### config.mk
export PLATFORM = sky130hd
export DESIGN_NAME = instr_fetch_unit_flat
export DESIGN_NICKNAME = d
export VERILOG_FILES = /design/src/rtl/instr_fetch_if.sv /design/src/rtl/instr_fetch_unit.sv /design/src/flat_wrapper.sv
export SDC_FILE = /design/constraint.sdc
export NUM_CORES = 1
export LEC_CHECK = 0
export CAP_MARGIN = 20
export CORE_MARGIN = 2
export CORE_UTILIZATION = 47
export CTS_CLUSTER_SIZE = 28
export DETAILED_ROUTE_END_ITERATION = 8
export GPL_TIMING_DRIVEN = 0
export PLACE_DENSITY = 0.8
export SYNTH_ARGS = -nofsm -noshare
export SYNTH_HDL_FRONTEND = slang
export SYNTH_SLANG_ARGS = --single-unit
### constraint.sdc
create_clock -name clk -period 2.15 [get_ports clk]
set_input_delay 0.43 -clock clk [delete_from_list [all_inputs] [get_ports clk]]
set_output_delay 0.43 -clock clk [all_outputs]
set_load 0.05 [all_outputs]
### src/rtl/instr_fetch_if.sv
// Fetch-stage signal bundle: instruction-memory req/ack, decode valid/ready,
// and the jump decisions returning from the control unit.
interface instr_fetch_if #(
    parameter int unsigned ADDR_W = 32
);
    logic              imem_req;
    logic [ADDR_W-1:0] imem_addr;
    logic              imem_ack;
    logic [31:0]       imem_rdata;

    logic              instr_valid;
    logic              instr_ready;
    logic [31:0]       instr;
    logic [5:0]        opcode;
    logic [ADDR_W-1:0] instr_pc;

    logic              cond_jump;
    logic              branch_taken;
    logic              uncond_jump;
    logic [ADDR_W-1:0] jump_target;

    modport master (
        output imem_req, imem_addr, instr_valid, instr, opcode, instr_pc,
        input  imem_ack, imem_rdata, instr_ready,
        input  cond_jump, branch_taken, uncond_jump, jump_target
    );

    modport slave (
        input  imem_req, imem_addr, instr_valid, instr, opcode, instr_pc,
        output imem_ack, imem_rdata, instr_ready,
        output cond_jump, branch_taken, uncond_jump, jump_target
    );
endinterface

### src/rtl/instr_fetch_unit.sv
// KGPminiRISC instruction fetch: PC register, req/ack memory fetch, single-entry
// valid/ready output to decode, and jump redirects that squash stale words.
module instr_fetch_unit #(
    parameter int unsigned       ADDR_W   = 32,
    parameter logic [ADDR_W-1:0] RESET_PC = '0
) (
    input logic           clk,
    input logic           rst,
    instr_fetch_if.master bus
);

    typedef enum logic [1:0] {
        S_IDLE,
        S_FETCH,
        S_DROP,
        S_HOLD
    } state_e;

    state_e            state_q, state_d;
    logic [ADDR_W-1:0] pc_q, pc_d;
    logic [ADDR_W-1:0] drop_addr_q, drop_addr_d;
    logic [31:0]       instr_q, instr_d;
    logic [ADDR_W-1:0] instr_pc_q, instr_pc_d;

    logic              redir;
    logic [ADDR_W-1:0] target;

    assign redir  = bus.uncond_jump | (bus.cond_jump & bus.branch_taken);
    assign target = bus.jump_target & ~ADDR_W'(3);

    // NOTE: sequential state uses non-blocking assignments so every flop samples
    // the pre-edge values; all registers here are plain flops, so all are reset.
    always_ff @(posedge clk) begin
        if (rst) begin
            state_q     <= S_IDLE;
            pc_q        <= RESET_PC;
            drop_addr_q <= RESET_PC;
            instr_q     <= '0;
            instr_pc_q  <= '0;
        end else begin
            state_q     <= state_d;
            pc_q        <= pc_d;
            drop_addr_q <= drop_addr_d;
            instr_q     <= instr_d;
            instr_pc_q  <= instr_pc_d;
        end
    end

    // NOTE: every combinational output gets a hold-value default first, so no
    // path through the case can infer a latch.
    always_comb begin
        state_d     = state_q;
        pc_d        = pc_q;
        drop_addr_d = drop_addr_q;
        instr_d     = instr_q;
        instr_pc_d  = instr_pc_q;
        case (state_q)
            S_IDLE: state_d = S_FETCH;
            S_FETCH: begin
                if (redir) begin
                    // An ack coinciding with the redirect is simply discarded.
                    pc_d = target;
                    if (!bus.imem_ack) begin
                        drop_addr_d = pc_q;
                        state_d     = S_DROP;
                    end
                end else if (bus.imem_ack) begin
                    instr_d    = bus.imem_rdata;
                    instr_pc_d = pc_q;
                    state_d    = S_HOLD;
                end
            end
            S_DROP: begin
                // Keep the stale request alive until memory answers it.
                if (redir) pc_d = target;
                if (bus.imem_ack) state_d = S_FETCH;
            end
            S_HOLD: begin
                if (redir) begin
                    pc_d    = target;
                    state_d = S_FETCH;
                end else if (bus.instr_ready) begin
                    pc_d    = pc_q + ADDR_W'(4);
                    state_d = S_FETCH;
                end
            end
            default: state_d = S_IDLE;
        endcase
    end

    always_comb begin
        bus.imem_req    = (state_q == S_FETCH) || (state_q == S_DROP);
        bus.imem_addr   = (state_q == S_DROP) ? drop_addr_q : pc_q;
        bus.instr_valid = (state_q == S_HOLD);
        bus.instr       = instr_q;
        bus.opcode      = instr_q[31:26];
        bus.instr_pc    = instr_pc_q;
    end

endmodule

### src/flat_wrapper.sv
// flat-port wrapper written by rule: the top's interface ports become plain ports
module instr_fetch_unit_flat 
#(
    parameter int unsigned       ADDR_W   = 32,
    parameter logic [ADDR_W-1:0] RESET_PC = '0
)
  (clk, rst, bus_imem_req, bus_imem_addr, bus_instr_valid, bus_instr, bus_opcode, bus_instr_pc, bus_imem_ack, bus_imem_rdata, bus_instr_ready, bus_cond_jump, bus_branch_taken, bus_uncond_jump, bus_jump_target);
  instr_fetch_if #(.ADDR_W(ADDR_W)) bus_i ();
  input logic clk;
  input logic rst;
  output wire logic [$bits(bus_i.imem_req)-1:0] bus_imem_req;
  output wire logic [$bits(bus_i.imem_addr)-1:0] bus_imem_addr;
  output wire logic [$bits(bus_i.instr_valid)-1:0] bus_instr_valid;
  output wire logic [$bits(bus_i.instr)-1:0] bus_instr;
  output wire logic [$bits(bus_i.opcode)-1:0] bus_opcode;
  output wire logic [$bits(bus_i.instr_pc)-1:0] bus_instr_pc;
  input wire logic [$bits(bus_i.imem_ack)-1:0] bus_imem_ack;
  input wire logic [$bits(bus_i.imem_rdata)-1:0] bus_imem_rdata;
  input wire logic [$bits(bus_i.instr_ready)-1:0] bus_instr_ready;
  input wire logic [$bits(bus_i.cond_jump)-1:0] bus_cond_jump;
  input wire logic [$bits(bus_i.branch_taken)-1:0] bus_branch_taken;
  input wire logic [$bits(bus_i.uncond_jump)-1:0] bus_uncond_jump;
  input wire logic [$bits(bus_i.jump_target)-1:0] bus_jump_target;
  assign bus_imem_req = bus_i.imem_req;
  assign bus_imem_addr = bus_i.imem_addr;
  assign bus_instr_valid = bus_i.instr_valid;
  assign bus_instr = bus_i.instr;
  assign bus_opcode = bus_i.opcode;
  assign bus_instr_pc = bus_i.instr_pc;
  assign bus_i.imem_ack = bus_imem_ack;
  assign bus_i.imem_rdata = bus_imem_rdata;
  assign bus_i.instr_ready = bus_instr_ready;
  assign bus_i.cond_jump = bus_cond_jump;
  assign bus_i.branch_taken = bus_branch_taken;
  assign bus_i.uncond_jump = bus_uncond_jump;
  assign bus_i.jump_target = bus_jump_target;
  instr_fetch_unit #(.ADDR_W(ADDR_W), .RESET_PC(RESET_PC)) u_core (.clk(clk), .rst(rst), .bus(bus_i));
endmodule
; Yosys cells after proc, flatten, opt, wreduce, memory -nomap -nowiden
; Cells that the tools add are included.
; W data, S select, Z words.
[op_classes]
add_sub_neg = 1
eq_ne = 8
n_reduce_logical = 8
n_bitwise = 4
n_mux = 12
[op_table]
columns = operator, n
row1 = $mux W32, 4
row2 = $pmux W32 S2, 1
row3 = $add A32 B3 Y32 const B, 1
row4 = $mux W2, 6
row5 = $reduce_and A3 Y1, 3
row6 = $pmux W2 S4, 1
row7 = $eq A2 B2 Y1 const B, 2
row8 = $reduce_and A4 Y1, 1
row9 = $ne A3 B1 Y1 const B, 1
row10 = $ne A3 B2 Y1 const B, 1
row11 = $ne A3 B3 Y1 const B, 1
row12 = $eq A2 B1 Y1 const B, 1
row13 = $logic_not A2 Y1, 1
row14 = $ne A2 B1 Y1 const B, 1
row15 = $ne A2 B2 Y1 const B, 1
row16 = $not A1 Y1, 2
row17 = $reduce_bool A2 Y1, 1
row18 = $reduce_or A2 Y1, 1
row19 = $and A1 B1 Y1, 1
row20 = $logic_or A1 B1 Y1, 1
row21 = $or A1 B1 Y1, 1
[totals]
in_bits = 71
elab_cells = 38
output_inout_bits = 104
reg_bits = 130

; Longest topological paths before layout
; Gate-level depths: netlist of run 1.
[logic_depth]
word_depth = 4
mapped_depth = 8

; Worst setup path before layout of run 1
; No wires, ideal clock.
[synth_timing]
path_type = register to output
from = register u_core.state_q[0]
to = output bus_imem_addr[17]
path_buffers = 2
path_slack_ns = -0.390
t_required_ns = 1.720
stages_incl_launch_ff = 6
arrival_time_ns = 2.110
cell_sequence = dfxtp_1 > inv_1 > ha_1 > clkbuf_1 > buf_1 > o21ai_0
[synth_via]
elab_chain_cells = 2
[synth_rtl]
columns = item, line_no
row1 = start: declaration, instr_fetch_unit.sv:19  ; state_e state_q, state_d;
row2 = start signal: assignment, instr_fetch_unit.sv:41  ; state_q <= state_d;
row3 = $eq A2 B2 Y1, instr_fetch_unit.sv:93  ; bus.imem_addr = (state_q == S_DROP) ? drop_addr_q : pc_q;
row4 = $mux W32, instr_fetch_unit.sv:93
row5 = end: declaration, flat_wrapper.sv:12  ; output wire logic [$bits(bus_i.imem_addr)-1:0] bus_imem_addr;
; No other way between the ends.

; Worst setup path after layout of run 1
[layout_timing]
from = register u_core.state_q[0]
to = output bus_imem_addr[12]
; The elaborated chain is that of the path after synthesis.

==> results of run 1 <==
-- cell usage in the layout, fill, tap and decap left out, drive strengths merged, types with 5 or more instances in the layout --
master / synthesis / final
nor4: 6 / 6
mux2: 28 / 28
o21ai: 30 / 30
bufinv: 0 / 7
nor2: 22 / 22
a211oi: 9 / 9
nand3: 20 / 20
clkdlybuf4s50: 0 / 133
a21oi: 114 / 114
nand4: 11 / 11
buf: 20 / 60
inv: 10 / 10
and2: 5 / 5
a21o: 7 / 7
nand2: 222 / 222
dfxtp: 124 / 124
clkbuf: 52 / 71
a31oi: 10 / 10
nor3: 13 / 13
-- metal layers --
metal  up-vias  track usage [%]
li1       3007                -
met1      2903             37.4
met2       397             43.9
met3        87             9.07
met4         0             14.9
met5         -                0
-- area by class of cell --
| type | count | area (µm²) | share of cell area (%) |
|---|---|---|---|
| plain buffers | 69 | 378 | 4.26 |
| clock buffers | 20 | 457 | 5.15 |
| clock inverters | 12 | 240 | 2.71 |
| inverters | 10 | 37.5 | 0.423 |
| multi-input cells | 555 | 3120 | 35.1 |
| flip-flops and latches | 124 | 2490 | 28.1 |
| well taps | 147 | 184 | 2.07 |
| repair buffers | 180 | 1970 | 22.2 |
-- final timing paths --
path	endpoint	cells after the start	start	slack [ps]
max	bus_imem_addr[12]	6	u_core.state_q[0]$_SDFFE_PP0P_	-40
min	u_core.bus.instr_pc[17]$_SDFFE_PP0P_	2	u_core.bus.instr_pc[17]$_SDFFE_PP0P_	450
max reg2reg	u_core.pc_q[25]$_SDFFE_PP0P_	8	u_core.state_q[0]$_SDFFE_PP0P_	20
min reg2reg	u_core.bus.instr_pc[17]$_SDFFE_PP0P_	2	u_core.bus.instr_pc[17]$_SDFFE_PP0P_	450
-- synthesized netlist by cell type, drive strengths merged, types with 2 or more instances --
cell	instances
nor3	13
ha	4
nand3	20
a21o	7
and4	2
buf	20
o41ai	3
nor2b	2
a31oi	10
or4	4
a22oi	2
or2	2
nor2	22
o21ai	30
or3	2
nor4	6
mux2	28
nand4	11
nand3b	3
and2	5
nand2	222
a32o	2
inv	10
dfxtp	124
o22ai	2
nand4b	3
a211oi	9
a21oi	114
o31ai	4
and3	3
clkbuf	52
a31o	2
-- worst reg2reg max path: stages, from the launching register on --
cell and delay, ps:
dfxtp_4 360, inv_2 40, ha_4 260, nor2b_2 250, a21o_1 210, clkbuf_2 290, clkbuf_4 290, nor3_1 70
a211oi_1 250
-- repair_timing --
action,CTS,global route
gates resized for setup,259,64
endpoints found under the setup margin,122,111
gates cloned,1,2
pin swaps,2,2
setup buffers,6,4
-- sequential cells by signal, summed over array words and instances, names as in the netlist --
register             cells
u_core.pc_q             30
u_core.drop_addr_q      30
u_core.bus.instr_pc     30
u_core.state_q           2
u_core.bus.instr        32
-- logic make-up (layout without fill, tap and decap cells) --
group,Yosys count,in the layout,share of synthesized area (%)
flip-flops,124,124,42.9
other,1,4,0.0647
buffers and inverters,82,291,6.16
XOR/XNOR,1,1,0.151
adder cells (fa/ha/maj),4,4,0.864
AND/OR/NAND/NOR,322,322,25.1
AO/OA/AOI/OAI,195,195,19.2
multiplexers,29,29,5.62
-- report_power, final --
part           internal [mW]  total (mW)  leakage, nW  switching, mW
clock network           2.34        3.41        0.336           1.06
registers               2.41        2.54         1.01          0.125
logic                  0.647        1.60         1.92          0.958
==> impl_metrics.toml, run 1 <==
[critical_path]
worst-endpoint-arrival_ps = 1760
slowest_delay_ps = 350
cp_cell_sequence = "inv_2 > ha_4 > buf_6 > buf_12 > mux2_2 > buf_6"
crit_path_start_kind = "register"
slowest_stage = "dfxtp_4"
crit_type = "register to output port"
cp_top_family = "buffers and inverters"
crit_top_cell = "buf_6"
crit_fanout = 5
critPathBufInv = 4
required_ps = 1720
worstSetupEndpointType = "output port"

[global_route]
grtUsageTotal_pct = 29.0
grt_pass1_vias = 5900
grt-ovfl-total = 0
grt_pass1_wl_um = 29900
antenna_found_initial = 0
grt_max_degree = 17

[routing]
post_drt_wl_per_cell_um = 17.9
remaining_drc_errors = 1
maxUsedRoutingLayer = "met4"
antenna_left = 0
via_per_inst = 5.72
totalWireLength_um = 20000
wirelength_met1_um = 7950
met2_wirelength_um = 9230
vias = 6394
drt-initial-drc-count = 757
firstDrtPassIters = 8
routed-wl-met3_um = 2170

[yosys]
ys_seq_area_share_pct = 42.9
synth_seq_cells = 124
ys_types = 56
syn-instance-count = 758
async_flop_share_pct = 0
syn_area_mm2 = 0.00579
ys_warn_count = 0
synth_area_leader_cell = "dfxtp_1"
synth_edf_count = 0
synth_top_area_share_pct = 42.9
avgSynthCellArea_um2 = 7.64
yosys_most_used_dff = "dfxtp_1"
synthTopCellsByArea = "dfxtp_1 43%, nand2_1 14%, a21oi_1 9.8%"

[cells_and_area]
nets = 1032
drive_gt1_share_pct = 16.9
syn_to_final_growth_pct = 53.1
stdcell_count = 1117
fillerInstances = 874
diodes = 0
final_util_pct = 73.9
final_cell_area_mm2 = 0.00887

[die]
coreArea_mm2 = 0.0120
io_pins = 175
die_y_um = 115
initial_utilization_pct = 48.2
fp.dieArea_mm2 = 0.0132
die_w_um = 115
placementRows = 40

[sta]
setup_ws_ps = -40.8
worst_clock_skew_ps = 9.04
final.min_clock_period_ps = 2190
post-route-period-util_pct = 102
tns_ps = -440
maxSlewHeadroom_pct = 54.5
timing.hold.ws_ps = 450
rsz0062_at_grt = "yes"
finalHoldViolCount = 0
final-setup-viol-count = 22
drv_slew = 0
worst_pin_slew_ps = 682
fmax_mhz = 456

[placement]
dp_slack_ps = -995
portBuffers = 168
place_area_mm2 = 0.00767
dp_hpwl_um = 13000
placed_cells = 1076
gp_congestion = 0.968

[power_and_ir_drop]
p_per_area_mw_per_mm2 = 851
leakagePower_nw = 3.27
ir_drop_mv = 0.504
power_mw = 7.55

[clock_tree]
cts_tree = "built"
worstSkewPairLatency_ps = 430
htree_levels = 4
clockBufferDepth = 2
cts_buffers = 17
root_buffer = "clkbuf_16"
cts.sinks = 124
clk_pin_slew_ps = 60
ctsHoldBuffers = 0

[status]
violations = "DRC, setup timing"
run_status = "finished with violations"

[min_path]
hp-class = "register to register"

[run]
drv_cap = 0
(Power assumes the default switching activity.)
==> run 2: changes to the inputs <==
--- a/config.mk
+++ b/config.mk
@@ -5,13 +5,14 @@
 export SDC_FILE = /design/constraint.sdc
 export NUM_CORES = 1
 export LEC_CHECK = 0
+export ABC_AREA = 1
 export CAP_MARGIN = 20
 export CORE_MARGIN = 2
-export CORE_UTILIZATION = 47
+export CORE_UTILIZATION = 43
 export CTS_CLUSTER_SIZE = 28
 export DETAILED_ROUTE_END_ITERATION = 8
 export GPL_TIMING_DRIVEN = 0
-export PLACE_DENSITY = 0.8
+export PLACE_DENSITY = 0.77
 export SYNTH_ARGS = -nofsm -noshare
 export SYNTH_HDL_FRONTEND = slang
 export SYNTH_SLANG_ARGS = --single-unit
==> constraint.sdc (replaced) <==
create_clock -name clk -period 1.8 [get_ports clk]
set_input_delay 0.36 -clock clk [delete_from_list [all_inputs] [get_ports clk]]
set_output_delay 0.36 -clock clk [all_outputs]
set_load 0.05 [all_outputs]
==> run 2 against run 1 <==
Wire length up 7.7%. The flow finishes with violations (setup timing). Critical path type unchanged. Sequential share of layout area down 0.70 points. Clock-buffer cell count up 3. Design area up 2.4%. Largest cell class unchanged. Via count up 6.2%.
==> impl_metrics.toml, run 2 <==
[status]
run_status = "finished with violations"
violations = "setup timing"

[sta]
setup_ws_ps = -262
drv_slew = 0
final.min_clock_period_ps = 2060
rsz0062_at_grt = "yes"
fmax_mhz = 485
finalHoldViolCount = 0
maxSlewHeadroom_pct = 60.0
worst_pin_slew_ps = 601
final-setup-viol-count = 30
worst_clock_skew_ps = 8.28
post-route-period-util_pct = 115

[clock_tree]
cts_tree = "built"
cts.sinks = 124
htree_levels = 4
cts_buffers = 17
worstSkewPairLatency_ps = 430
clockBufferDepth = 2
clk_pin_slew_ps = 60
root_buffer = "clkbuf_16"
ctsHoldBuffers = 0

[cells_and_area]
final_util_pct = 68.1
syn_to_final_growth_pct = 53.5
final_common_cell = "nand2_1"
diodes = 0
nets = 1129
final_cell_area_mm2 = 0.00908
drive_gt1_share_pct = 21.1
final_cell_mix = "143 x nand2_1, 121 x dfxtp_1, 112 x nor2_1"
fillerInstances = 1149
largest_reg_flops = 32

[yosys]
syn-instance-count = 855
synthMuxAreaShare_pct = 0
synth_compound_area_share_pct = 22.4
ys_warn_count = 0
ys_seq_area_share_pct = 41.9
synth_edf_count = 0
syn_area_mm2 = 0.00592
synth_top_area_share_pct = 41.9
ys_top_cells_by_count = "176 x nand2_1, 137 x o21ai_0, 124 x dfxtp_1"
synthTopCellsByArea = "dfxtp_1 42%, o21ai_0 12%, nand2_1 11%"
avgSynthCellArea_um2 = 6.92
yosys_most_used_dff = "dfxtp_1"
yosysMostFrequentCell = "nand2_1"
ys_types = 30
synth_seq_cells = 124
synth_top_family_by_area = "simple AND/OR/NAND/NOR gates"
synth_xor_xnor_area_share_pct = 0
synth_area_leader_cell = "dfxtp_1"
synth_fa_ha_area_share_pct = 0.845
synthSimpleGateAreaFrac_pct = 26.1
async_flop_share_pct = 0

[routing]
totalWireLength_um = 21600
remaining_drc_errors = 0
vias = 6793
via_per_inst = 5.47
post_drt_wl_per_cell_um = 17.4
antenna_left = 0
firstDrtPassIters = 5
drt-initial-drc-count = 840

[placement]
place_area_mm2 = 0.00793
dp_hpwl_um = 14900
gp_congestion = 0.958
portBuffers = 167

[power_and_ir_drop]
p_per_area_mw_per_mm2 = 982
leakagePower_nw = 4.14
ir_drop_mv = 0.806

[critical_path]
crit_type = "register to output port"
crit_fanout = 7
timing.rr.start = "u_core.state_q[0]$_SDFFE_PP0P_"
required_ps = 1440
crit_path_start_kind = "register"
crit_start = "u_core.state_q[0]$_SDFFE_PP0P_"
worstSetupEndpointType = "output port"
worst-endpoint-arrival_ps = 1700

[die]
io_pins = 175
die_y_um = 121
placementRows = 42
fp.dieArea_mm2 = 0.0147
coreArea_mm2 = 0.0133
initial_utilization_pct = 44.3
die_w_um = 121

[global_route]
antenna_found_initial = 0
grtUsageTotal_pct = 28.8
grt_max_degree = 17
grt-ovfl-total = 0
grt_pass1_vias = 6323
grt_pass1_wl_um = 32900

[min_path]
hp-class = "input port to register"
min-delay-start = "rst"

[run]
drv_cap = 0
[run 2: cell types whose count changed after synthesis, sizes merged, moves of 9 or more]
| cell | change |
|---|---|
| o21ai | +109 |
| nor2 | +106 |
| inv | +43 |
| nand2 | -36 |
| clkbuf | -30 |
| mux2 | -28 |
| a21oi | -23 |
| nand3 | +18 |
| buf | +17 |
| o21a | +17 |
| nor3 | -12 |
| a31oi | -10 |
| a211oi | -9 |
[run 2: logic make-up (layout without fill, tap and decap cells)]
group | after synthesis | count (layout)
flops | 124 | 124
compound gates | 253 | 253
buf+inv | 113 | 322
other cells | 1 | 4
fa+ha+maj | 4 | 4
simple gates | 360 | 360
[run 2: metal layers]
metal | wire length [µm] | part of all wire (%) | global-route usage (%) | up-vias
met5 | 0 | 0 | 0 | -
met2 | 10300 | 48 | 46.3 | 366
met3 | 1990 | 9.2 | 8.08 | 40
li1 | - | - | - | 3207
met1 | 8830 | 41 | 37.4 | 3180
met4 | 457 | 2.1 | 9.34 | 0
[run 2: critical path, cell delays in order, from the launching register on]
cell	delay, ps
dfxtp_2	320
inv_2	70
ha_4	200
clkbuf_16	200
clkbuf_16	170
nand2_4	50
o21ai_4	70
buf_6	180
[run 2: repair_timing]
action | 4_1_cts | 5_1_grt
cloned | 4 | 0
hold endpoints to repair | 0 | 0
pin swaps | 34 | 2
endpoints found under the setup margin | 109 | 123
setup buffers | 4 | 2
resized for setup | 379 | 50
[run 2: power breakdown]
group	switching, mW	internal [mW]	total (mW)
Combinational	1.53	0.843	2.37
Clock	1.29	2.08	3.37
Sequential	0.226	2.96	3.19
Total	3.04	5.88	8.92
[run 2: per-stage QoR]
| step | TNS (ps) | setup slack [ps] | cells | power [mW] | hold slack [ps] |
|---|---|---|---|---|---|
| 6_report | -6970 | -262 | 1243 | 8.92 | 211 |
| 3_3_place_gp | -49890 | -1080 | 1201 | 5.33 | 465 |
| 5_1_grt | -8200 | -298 | 1243 | 9.21 | 208 |
| 2_1_floorplan | 0 | 3.51 | 858 | 4.54 | 455 |
| 3_5_place_dp | -56310 | -1110 | 1201 | 5.35 | 483 |
| 4_1_cts | -6270 | -257 | 1241 | 8.83 | 203 |
[run 2: final timing paths]
check / endpoint / slack [ps] / depth (start not counted)
setup / recovery: bus_imem_addr[15] / -260 / 7
hold / removal: u_core.pc_q[31]$_SDFFE_PP0P_ / 210 / 2
setup reg to reg: u_core.pc_q[6]$_SDFFE_PP0P_ / 90 / 8
hold reg to reg: u_core.state_q[0]$_SDFFE_PP0P_ / 490 / 2
[run 2: final cells by class]
cell class | count | area (µm²) | area share (%)
Multi-Input combinational cell | 621 | 3380 | 37.2
Buffer | 59 | 439 | 4.83
Sequential cell | 124 | 2490 | 27.4
Clock buffer | 23 | 498 | 5.48
Timing Repair Buffer | 177 | 1780 | 19.5
Tap cell | 176 | 220 | 2.42
Inverter | 54 | 203 | 2.23
Clock inverter | 9 | 86.3 | 0.950
